==> src/rtl/bpred_update_unit.sv <==
// Branch-predictor update unit: resolves branches from execute, queues predictor updates in a
// FIFO drained when the predictor is not stalled, and pulses a fetch redirect on mispredicts.
// Optional statistics counters are enabled with `define BPRED_UPD_STATS_EN.
module bpred_update_unit #(
  parameter int QDEPTH = 4,
  parameter int CNT_W  = 32
) (
  input  logic              clk,
  input  logic              reset,
  input  logic              ex_valid,
  output logic              ex_ready,
  input  logic [31:0]       ex_PC4,
  input  logic              ex_actual_dir,
  input  logic [31:0]       ex_actual_target,
  input  logic              ex_pred_dir,
  input  logic [31:0]       ex_pred_target,
  input  logic [11:0]       ex_bimodal,
  input  logic [8:0]        ex_bit_carry,
  input  logic              soin_bpredictor_stall,
  output logic              execute_bpredictor_update,
  output logic [31:0]       execute_bpredictor_PC4,
  output logic [31:0]       execute_bpredictor_target,
  output logic              execute_bpredictor_dir,
  output logic              execute_bpredictor_miss,
  output logic [11:0]       execute_bpredictor_bimodal,
  output logic [29:0]       up_btb_data,
  output logic [8:0]        up_carry_data,
  output logic [3:0]        byte_en,
`ifdef BPRED_UPD_STATS_EN
  input  logic [1:0]        stat_sel,
  output logic [CNT_W-1:0]  stat_data,
`endif
  output logic              redirect_valid,
  output logic [31:0]       redirect_pc
);
  localparam int PW = $clog2(QDEPTH);
  localparam logic [PW:0] FULL = (PW+1)'(QDEPTH);

  typedef struct packed {
    logic [31:0] pc4;
    logic [31:0] target;
    logic        dir;
    logic        miss;
    logic [11:0] bimodal;
    logic [8:0]  carry;
    logic [3:0]  be;
  } entry_t;

  entry_t          mem [QDEPTH];
  entry_t          head, new_e;
  logic [PW-1:0]   wr_ptr, rd_ptr, rd_next;
  logic [PW:0]     count, cnt_next;
  logic            push, pop, tgt_diff;

  always_comb begin
    tgt_diff      = ex_pred_target != ex_actual_target;
    new_e.pc4     = ex_PC4;
    new_e.target  = ex_actual_target;
    new_e.dir     = ex_actual_dir;
    new_e.miss    = (ex_pred_dir != ex_actual_dir) | (ex_actual_dir & ex_pred_dir & tgt_diff);
    new_e.bimodal = ex_bimodal;
    new_e.carry   = ex_bit_carry;
    new_e.be      = (ex_actual_dir & tgt_diff) ? 4'b1111 : 4'b0001;
  end

  assign ex_ready = (count != FULL);
  assign push     = ex_valid & ex_ready;
  assign pop      = (count != '0) & ~soin_bpredictor_stall;
  assign rd_next  = rd_ptr + PW'(pop);
  assign cnt_next = count + (PW+1)'(push) - (PW+1)'(pop);

  always_ff @(posedge clk)
    if (push) mem[wr_ptr] <= new_e;

  // head is a register copy of the next FIFO head; it holds its last value while empty
  always_ff @(posedge clk or posedge reset) begin
    if (reset) begin
      wr_ptr         <= '0;
      rd_ptr         <= '0;
      count          <= '0;
      head           <= '0;
      redirect_valid <= 1'b0;
      redirect_pc    <= '0;
    end else begin
      if (push) wr_ptr <= wr_ptr + 1'b1;
      rd_ptr <= rd_next;
      count  <= cnt_next;
      if (cnt_next != '0)
        head <= (push && (wr_ptr == rd_next)) ? new_e : mem[rd_next];
      redirect_valid <= push & new_e.miss;
      if (push & new_e.miss)
        redirect_pc <= ex_actual_dir ? ex_actual_target : ex_PC4;
    end
  end

  assign execute_bpredictor_update  = (count != '0);
  assign execute_bpredictor_PC4     = head.pc4;
  assign execute_bpredictor_target  = head.target;
  assign execute_bpredictor_dir     = head.dir;
  assign execute_bpredictor_miss    = head.miss;
  assign execute_bpredictor_bimodal = head.bimodal;
  assign up_btb_data                = head.target[31:2];
  assign up_carry_data              = head.carry;
  assign byte_en                    = head.be;

`ifdef BPRED_UPD_STATS_EN
  logic [CNT_W-1:0] stat_cnt [4];

  always_ff @(posedge clk or posedge reset) begin
    if (reset) begin
      for (int i = 0; i < 4; i++) stat_cnt[i] <= '0;
    end else begin
      if (push)                         stat_cnt[0] <= stat_cnt[0] + 1'b1;
      if (push & new_e.miss)            stat_cnt[1] <= stat_cnt[1] + 1'b1;
      if (push & (new_e.be == 4'b1111)) stat_cnt[2] <= stat_cnt[2] + 1'b1;
      if ((count != '0) & soin_bpredictor_stall)
                                        stat_cnt[3] <= stat_cnt[3] + 1'b1;
    end
  end

  assign stat_data = stat_cnt[stat_sel];
`endif

endmodule

==> config.mk <==
export PLATFORM = sky130hd
export DESIGN_NAME = bpred_update_unit
export DESIGN_NICKNAME = d
export VERILOG_FILES = /design/src/rtl/bpred_update_unit.sv
export SDC_FILE = /design/constraint.sdc
export NUM_CORES = 1
export LEC_CHECK = 0
export ABC_AREA = 1
export CAP_MARGIN = 25
export CORE_ASPECT_RATIO = 0.6
export CORE_MARGIN = 2
export CORE_UTILIZATION = 55
export DETAILED_ROUTE_END_ITERATION = 7
export PLACE_DENSITY_LB_ADDON = 0.2
export SKIP_LAST_GASP = 1
export SLEW_MARGIN = 20
export SYNTH_ARGS = -nofsm -noshare
export SYNTH_HDL_FRONTEND = slang
export SYNTH_SLANG_ARGS = --single-unit
export TNS_END_PERCENT = 5
==> constraint.sdc <==
create_clock -name clk -period 5.3 [get_ports clk]
set_input_delay 1.325 -clock clk [delete_from_list [all_inputs] [get_ports clk]]
set_output_delay 1.325 -clock clk [all_outputs]
set_load 0.02 [all_outputs]
==> results of run 1 <==
[layer usage]
metal / GRT usage, % / up-vias / part of all wire, %
met5: 0 / - / 0.031
met4: 7.66 / 2 / 2.3
met3: 5.42 / 76 / 7.8
met2: 42.2 / 537 / 47
met1: 38.9 / 7054 / 43
li1: - / 6868 / -
[logic make-up (layout without fill, tap and decap cells)]
logic type	after synthesis	in the layout	share of synthesized area, %
buffers and inverters	182	419	4.51
and+or+nand+nor	874	874	16.7
other	0	3	0
DFF	481	481	68.1
AOI/OAI and AO/OA	361	361	8.92
xor gates and xnor gates	27	27	1.20
adders and majority gates	9	9	0.593
[state kept, by name, indices dropped and copies added (netlist names), 3 cells and up]
name,count
redirect_pc,32
execute_bpredictor_PC4,32
up_carry_data,9
count,3
execute_bpredictor_target,32
execute_bpredictor_bimodal,12
mem,352
[final cells by class]
class / instances / area, um2
flip-flops and latches: 481 / 13800
fillers: 2669 / 11600
multi-input cells: 1271 / 5610
repair buffers: 301 / 3120
clock buffers: 62 / 1240
well taps: 476 / 596
clock inverters: 18 / 236
inverters: 38 / 168
diodes: 3 / 7.51
[cells in the final DEF (no fill, tap or decap), drive strengths merged]
cell             n
a21oi            3
a31oi            1
buf             24
bufinv           6
clkbuf          62
clkdlybuf4s50  277
clkinv          12
clkinvlp         1
dfrtp          129
diode            3
edfxtp         352
fa               1
ha               8
inv             37
nand2          638
nand3           39
nor2           195
o21ai          357
or2              2
xnor2           24
xor2             3
[path summary, 6_finish.rpt]
kind / from / to / slack (ns) / cells past startpoint
worst min register to register: redirect_pc[12] / redirect_pc[12] / 0.48 / 2
min in group asynchronous: reset / execute_bpredictor_bimodal[9] / 1.16 / 2
worst max register to register: count[2] / execute_bpredictor_PC4[17] / 2.02 / 12
worst min-delay path: redirect_pc[12] / redirect_pc[12] / 0.48 / 2
worst max-delay path: soin_bpredictor_stall / execute_bpredictor_PC4[17] / 1.40 / 12
max in group asynchronous: reset / execute_bpredictor_PC4[26] / 3.26 / 3
[critical path, cell delays in order]
cell             delay [ns]
clkdlybuf4s50_1        0.40
a31oi_1                0.30
ha_1                   0.30
inv_1                  0.06
ha_1                   0.17
fa_1                   0.44
nor2_1                 0.12
nand3_1                0.20
inv_6                  0.43
buf_12                 0.30
nand2_1                0.11
o21ai_0                0.12
[stage by stage]
stage / setup slack, ns / TNS [ns] / power, uW / std cells / cell area (um2)
after global routing: 1.25 / 0 / 17900 / 2648 / 24800
after floorplan: -0.316 / -111.14 / 11000 / 1934 / 20300
final: 1.40 / 0 / 16800 / 2650 / 24800
after global placement: 1.01 / 0 / 13300 / 2565 / 23200
after CTS: 1.44 / 0 / 16900 / 2645 / 24700
after detailed placement: 0.891 / 0 / 13600 / 2565 / 23200
[power groups by stage]
stage / Sequential (uW) / Clock [uW] / Combinational (uW)
after floorplan: 6240 / 0 / 4740
after global placement: 5730 / 0 / 7590
after detailed placement: 5760 / 0 / 7800
after CTS: 5690 / 3330 / 7850
after global routing: 5780 / 3470 / 8700
final: 5690 / 3290 / 7830
==> results.json, run 1 <==
{
  "port_buffers": 278,
  "internal-power_uw": 9960,
  "grt_max_degree": 177,
  "drive_above_1_share_pct": 5.25,
  "clock_skew_ns": 0.0241,
  "viasPerCell": 5.49,
  "synth_edf_count": 352,
  "ys_ff_latch": 481,
  "power.density_nw_per_um2": 678,
  "core_area_um2": 36300,
  "avgSynthCellArea_um2": 10.5,
  "yosys_warnings": 0,
  "hpwl_mm": 30.9,
  "p_comb_share_pct": 46.6,
  "hp-class": "flip-flop to flip-flop",
  "setup_viol": 0,
  "antenna_found_initial": 6,
  "cts_max_level": 2,
  "whs_ns": 0.477,
  "synth.area.top_cells": "edfxtp_1, dfrtp_1, nand2_1, o21ai_0, nor2_1",
  "yosysMostFrequentCell": "nand2_1",
  "hold_buffers": 0,
  "clock_latency_ns": 0.56,
  "max_cap_violations": 0,
  "relSlewSlack_pct": 28.7,
  "start_util_pct": 55.8,
  "row_count": 54,
  "p_seq_share_pct": 33.8,
  "cts.repair.resized": 0,
  "synth_top_area_share_pct": 52.1,
  "arrival_ns": 4.35,
  "pin_count": 279,
  "crit_fanout": 63,
  "critPathKind": "input port to flip-flop",
  "max_slew.worst_pin.slew_ns": 1.07,
  "cts_setup_buffers": 0,
  "min_period_over_period_pct": 73.6,
  "track_usage_pct": 27.0,
  "synth_common_cells": "nand2_1, edfxtp_1, o21ai_0, nor2_1, o21ai_1",
  "first_iter_violations": 1219,
  "post-route-drc-count": 0,
  "cp_data_required_time_ns": 5.75,
  "synth.distinct_cells": 29,
  "clkSlewWorstSetupHoldPaths_ns": 0.06,
  "finalWirelength_mm": 51.8,
  "cp-end-kind": "flip-flop",
  "grt_pass1_vias": 14100,
  "synth_nets": 2066,
  "switchingPower_uw": 6840,
  "die_area_um2": 38500,
  "finish.utilization_pct": 68.2,
  "async_reset_ff_share_pct": 26.8,
  "yosysSeqAreaShare_pct": 68.1,
  "period_minus_slack_ns": 3.90,
  "finalHoldViolations": 0,
  "rsz0062_at_grt": "no",
  "status": "complete, no violations",
  "chipHeight_um": 153,
  "clock_path_buffers": 3,
  "wl_per_cell_um": 19.5,
  "area_growth_pct": 22.2,
  "first_pass_iters": 5,
  "grt.overflow.total": 0,
  "swShare_pct": 40.7,
  "p_clk_share_pct": 19.6,
  "place.gp.congestion": 0.807,
  "clock-sinks": 481,
  "vias": 14500,
  "grt_first_pass_wirelength_mm": 80.4,
  "max_freq_mhz": 257,
  "die_x_um": 252,
  "synth_cells": 1934,
  "cp-start-kind": "input port",
  "cts_tree": "yes",
  "final_nets": 2269,
  "yosys_most_used_dff": "edfxtp_1",
  "p_leak_uw": 0.00963,
  "ant_nets": 0,
  "cts_inserted_buffers": 44,
  "yosysTopAreaCell": "edfxtp_1",
  "clockRootBuffer": "clkbuf_16",
  "finalMaxSlewViolations": 0,
  "ir_drop_uv": 629,
  "syn_area_um2": 20300
}
Note: power is estimated with default switching activity, not from simulation.
==> inputs of run 2 (changes only) <==
CORE_UTILIZATION = 50   (was 55)
clock period = 3.5 ns   (was 5.3 ns; I/O delays follow)
==> run 2 against run 1 <==
Via count about the same. Sequential share of layout area down 1.0 points. Final cell count up 3.3%. Global-route usage down 2.5 points. Clock power up 55%. Sequential cell count unchanged. Total power up 54%. Highest routed layer unchanged.
==> results.json, run 2 (synthesized netlist as in run 1, its figures left out) <==
{
  "final_common_cell": "nand2_1",
  "fin_tns_setup_ns": 0,
  "timing.rr.end": "execute_bpredictor_target[14]",
  "mostFrequentLayoutCells": "nand2_1, edfxtp_1, clkdlybuf4s50_1",
  "hold_buffers": 0,
  "clockRootBuffer": "clkbuf_16",
  "post-route-drc-count": 0,
  "row_count": 57,
  "wl_per_cell_um": 18.8,
  "grt_max_degree": 177,
  "dp_slack_ns": -0.0238,
  "die_area_um2": 42200,
  "holdPathStages": 2,
  "clkSlewWorstSetupHoldPaths_ns": 0.06,
  "ir_drop_uv": 999,
  "min_to": "redirect_pc[20]",
  "drive_above_1_share_pct": 6.99,
  "min_period_over_period_pct": 84.7,
  "rsz0062_at_grt": "no",
  "whs_ns": 0.476,
  "cts_max_level": 2,
  "start_util_pct": 50.4,
  "cts_setup_buffers": 0,
  "finalMaxSlewViolations": 0,
  "critPathKind": "input port to flip-flop",
  "cts.repair.resized": 0,
  "regToRegSetupSlack_ns": 0.74,
  "die_x_um": 264,
  "clock_latency_ns": 0.56,
  "status": "complete, no violations",
  "hpwl_mm": 31.6,
  "track_usage_pct": 24.5,
  "final_nets": 2301,
  "pin_count": 279,
  "crit_fanout": 48,
  "ant_nets": 0,
  "cp-start-kind": "input port",
  "cp_data_required_time_ns": 3.98,
  "p_leak_uw": 0.00986,
  "period_minus_slack_ns": 2.96,
  "cp-end-kind": "flip-flop",
  "largest_register_ffs": 352,
  "r2r_start": "count[2]",
  "clock_path_buffers": 3,
  "power.density_nw_per_um2": 1020,
  "hold_start": "redirect_pc[20]",
  "dpl-instance-area_um2": 23700,
  "first_iter_violations": 1308,
  "max_freq_mhz": 337,
  "viasPerCell": 5.31,
  "relSlewSlack_pct": 49.4,
  "chipHeight_um": 160,
  "worstRegToRegCells": 12,
  "hp-class": "flip-flop to flip-flop",
  "arrival_ns": 3.44,
  "grt.overflow.total": 0,
  "largest_register": "mem",
  "area_growth_pct": 24.5,
  "clock-sinks": 481,
  "final_design_area_no_fill_um2": 25200,
  "max_cap_violations": 0,
  "finalHoldViolations": 0,
  "core_area_um2": 40200,
  "first_pass_iters": 5,
  "vias": 14500,
  "grt_first_pass_wirelength_mm": 80.4,
  "setup_ws_ns": 0.537,
  "grt_pass1_vias": 13900,
  "max_slew.worst_pin.slew_ns": 0.758,
  "port_buffers": 278,
  "setup_viol": 0,
  "place.gp.congestion": 0.792,
  "cts_inserted_buffers": 45,
  "finalWirelength_mm": 51.5,
  "antenna_found_initial": 4,
  "cts_tree": "yes",
  "clock_skew_ns": 0.0204
}
==> run 2: stage by stage <==
stage / utilization, % / total power, uW / instances
floorplan: - / 16600 / 1934
global placement: 58.9 / 20500 / 2653
detailed placement: 58.9 / 20800 / 2653
CTS: 62.7 / 26000 / 2735
global route: 62.8 / 27600 / 2736
finish: 62.8 / 25800 / 2737
==> run 2: area by class of cell <==
cell class,count,area [um2]
fill,3168,15000
antenna,2,5.00
tap,531,664
clock buffer,66,1340
timing repair buffer,332,3450
sequential,481,13800
clock inverter,16,211
multi-input combinational,1271,5610
inverter,38,166
==> run 2: per-layer routing <==
layer | global-route usage, % | vias up | wire length, um | share of wire, %
li1 | - | 6936 | - | -
met1 | 36.6 | 6984 | 23300 | 45
met2 | 37.3 | 543 | 23000 | 45
met3 | 4.30 | 80 | 3880 | 7.5
met4 | 6.61 | 2 | 1320 | 2.6
met5 | 0 | - | 11 | 0.021
==> run 2: power by group <==
part	total, uW	internal, uW	leakage [uW]	switching, uW
combinational	12100	4540	0.00435	7600
sequential	8590	7890	0.00474	701
clock	5100	3010	0.000770	2090
total	25800	15400	0.00986	10400
==> run 2: worst max-delay path by stage <==
| stage | start | to | cells past startpoint |
|---|---|---|---|
| after floorplan | ex_valid | mem[0][10] | 2 |
| after global placement | ex_valid | execute_bpredictor_target[16] | 11 |
| after detailed placement | ex_valid | execute_bpredictor_target[14] | 12 |
| after CTS | ex_valid | execute_bpredictor_target[14] | 12 |
| after global routing | soin_bpredictor_stall | execute_bpredictor_target[8] | 12 |
| final | ex_valid | execute_bpredictor_target[14] | 12 |
==> run 2: worst max-delay path, cell delays in order <==
cell             delay, ns
clkdlybuf4s50_1       0.50
nand2_4               0.06
ha_1                  0.26
inv_1                 0.04
ha_1                  0.19
fa_1                  0.48
nor2_1                0.13
nand3_1               0.22
inv_6                 0.24
buf_12                0.24
nand2_1               0.09
o21ai_1               0.08
==> inputs of run 3 (changes only) <==
clock period = 2.6 ns   (was 3.5 ns; I/O delays follow)
==> run 3 against run 2 <==
Global-route usage up 0.92 points. Sequential share of layout area shrank 1.6 points. Critical path depth grew 1. First-iteration DRC count is 18% higher. Critical endpoint is now execute_bpredictor_target[8]. Largest power group unchanged.
==> results.json, run 3 (synthesized netlist as in run 1, its figures left out) <==
{
  "ant_nets": 0,
  "holdPathStages": 2,
  "clock_latency_ns": 0.55,
  "first_pass_iters": 7,
  "fillers": 3091,
  "chipHeight_um": 160,
  "r2r_start": "count[0]",
  "clockRootBuffer": "clkbuf_16",
  "power.density_nw_per_um2": 1390,
  "min_to": "redirect_pc[5]",
  "clkSlewWorstSetupHoldPaths_ns": 0.06,
  "ir_drop_uv": 661,
  "cts_max_level": 2,
  "wl_per_cell_um": 18.8,
  "max_cap_violations": 0,
  "die_area_um2": 42200,
  "max_slew.worst_pin.slew_ns": 0.512,
  "cp_data_required_time_ns": 3.03,
  "critPathKind": "input port to flip-flop",
  "crit_buf_inv": 5,
  "cp-end-kind": "flip-flop",
  "hold_buffers": 0,
  "dpl-instance-area_um2": 24400,
  "first_iter_violations": 1541,
  "final_design_area_no_fill_um2": 26000,
  "row_count": 57,
  "cp-start-kind": "input port",
  "die_x_um": 264,
  "finish.utilization_pct": 64.7,
  "finalMaxSlewViolations": 0,
  "largest_register": "mem",
  "clock-sinks": 481,
  "total_power_uw": 36100,
  "vias": 14900,
  "grt_first_pass_wirelength_mm": 83.5,
  "core_area_um2": 40200,
  "clock_skew_ns": 0.0162,
  "status": "complete, no violations",
  "hpwl_mm": 34.2,
  "rsz0062_at_grt": "yes",
  "hold_start": "redirect_pc[5]",
  "grt_pass1_vias": 14300,
  "grt.overflow.total": 0,
  "hp-class": "flip-flop to flip-flop",
  "clock_path_buffers": 3,
  "port_buffers": 278,
  "arrival_ns": 3.02,
  "cpMostUsedCell": "ha_4",
  "critical-path-top-delay-family": "adder cells",
  "start_util_pct": 50.4,
  "worstRegToRegCells": 13,
  "finalHoldViolations": 0,
  "area_growth_pct": 28.3,
  "final_nets": 2380,
  "antenna_found_initial": 3,
  "place.gp.congestion": 0.823,
  "pin_count": 279,
  "largest_register_ffs": 352,
  "timing.rr.end": "execute_bpredictor_target[8]",
  "regToRegSetupSlack_ns": 0.01,
  "period_minus_slack_ns": 2.59,
  "cp_slowest_stage_delay_ns": 0.61,
  "cts_inserted_buffers": 44,
  "final_common_cell": "nand2_1",
  "post-route-drc-count": 0,
  "grt_max_degree": 74,
  "setup_viol": 0,
  "drive_above_1_share_pct": 10.3,
  "max_freq_mhz": 386,
  "relSlewSlack_pct": 65.9,
  "mostFrequentLayoutCells": "nand2_1, edfxtp_1, clkdlybuf4s50_1",
  "cts_tree": "yes",
  "whs_ns": 0.478,
  "min_period_over_period_pct": 99.6,
  "viasPerCell": 5.30,
  "track_usage_pct": 25.4,
  "finalWirelength_mm": 52.9,
  "cp_slowest_cell": "fa_2",
  "path_cells": "clkdlybuf4s50_1 > a31oi_4 > ha_4 > inv_2 > ha_4 > fa_2 > nor2_4 > nand3_4 > clkinv_8 > buf_12 > buf_16 > nand2_1 > o21ai_1",
  "p_leak_uw": 0.0102,
  "crit_fanout": 12,
  "cp-startpoint": "soin_bpredictor_stall"
}
[run 3: final cells by class]
cell class / count / area (um2) / share of cell area (%)
antenna: 2 / 5.00 / 0.0192
clock buffer: 61 / 1220 / 4.68
clock inverter: 19 / 145 / 0.558
inverter: 38 / 174 / 0.669
multi-input combinational: 1271 / 5680 / 21.9
sequential: 481 / 13800 / 53.1
tap: 531 / 664 / 2.55
timing repair buffer: 412 / 4320 / 16.6
[run 3: timing repair]
| action | CTS | global route |
|---|---|---|
| gates resized for setup | 18 | 12 |
| buffers inserted | 8 | 2 |
| endpoints found under the setup margin | 87 | 82 |
| pin swaps | 4 | 4 |
| endpoints found under the hold margin | 0 | 0 |
| gates cloned | 2 | 1 |
[run 3: worst max-delay path by stage]
stage,cells past startpoint,slack (ns),to
final,13,0.01,execute_bpredictor_target[8]
after CTS,13,-0.008,execute_bpredictor_dir
after floorplan,2,-0.86,mem[0][10]
after detailed placement,12,-0.69,execute_bpredictor_target[8]
after global routing,13,-0.08,execute_bpredictor_PC4[16]
after global placement,11,-0.67,execute_bpredictor_target[13]
[run 3: worst register-to-register path: stages, from the launching register on]
cell      delay, ns
dfrtp_1        0.42
inv_2          0.13
a31oi_4        0.12
ha_4           0.28
inv_2          0.04
ha_4           0.15
fa_2           0.61
nor2_4         0.05
nand3_4        0.13
clkinv_8       0.11
buf_12         0.17
buf_16         0.15
nand2_1        0.06
o21ai_1        0.06
[run 3: metrics by stage]
step	TNS (ns)	setup slack, ns	std cells
after floorplan	-310.92	-0.863	1934
after global placement	-65.10	-0.674	2722
after detailed placement	-66.01	-0.691	2722
after CTS	-0.0117	-0.00751	2812
after global routing	-2.65	-0.0756	2814
final	0	0.0103	2815
[run 3: layer usage]
layer  global-route usage [%]  up-vias  wire length, um
li1                         -     7106                -
met1                     38.2     7250            24100
met2                     39.4      484            24300
met3                     4.36       64             3680
met4                     5.19        2              871
met5                        0        -               10
[run 3: power by group]
group          total, uW  switching (uW)  internal (uW)
clock network       6260            2790           3480
registers          11600             977          10600
logic              18300           10700           7570
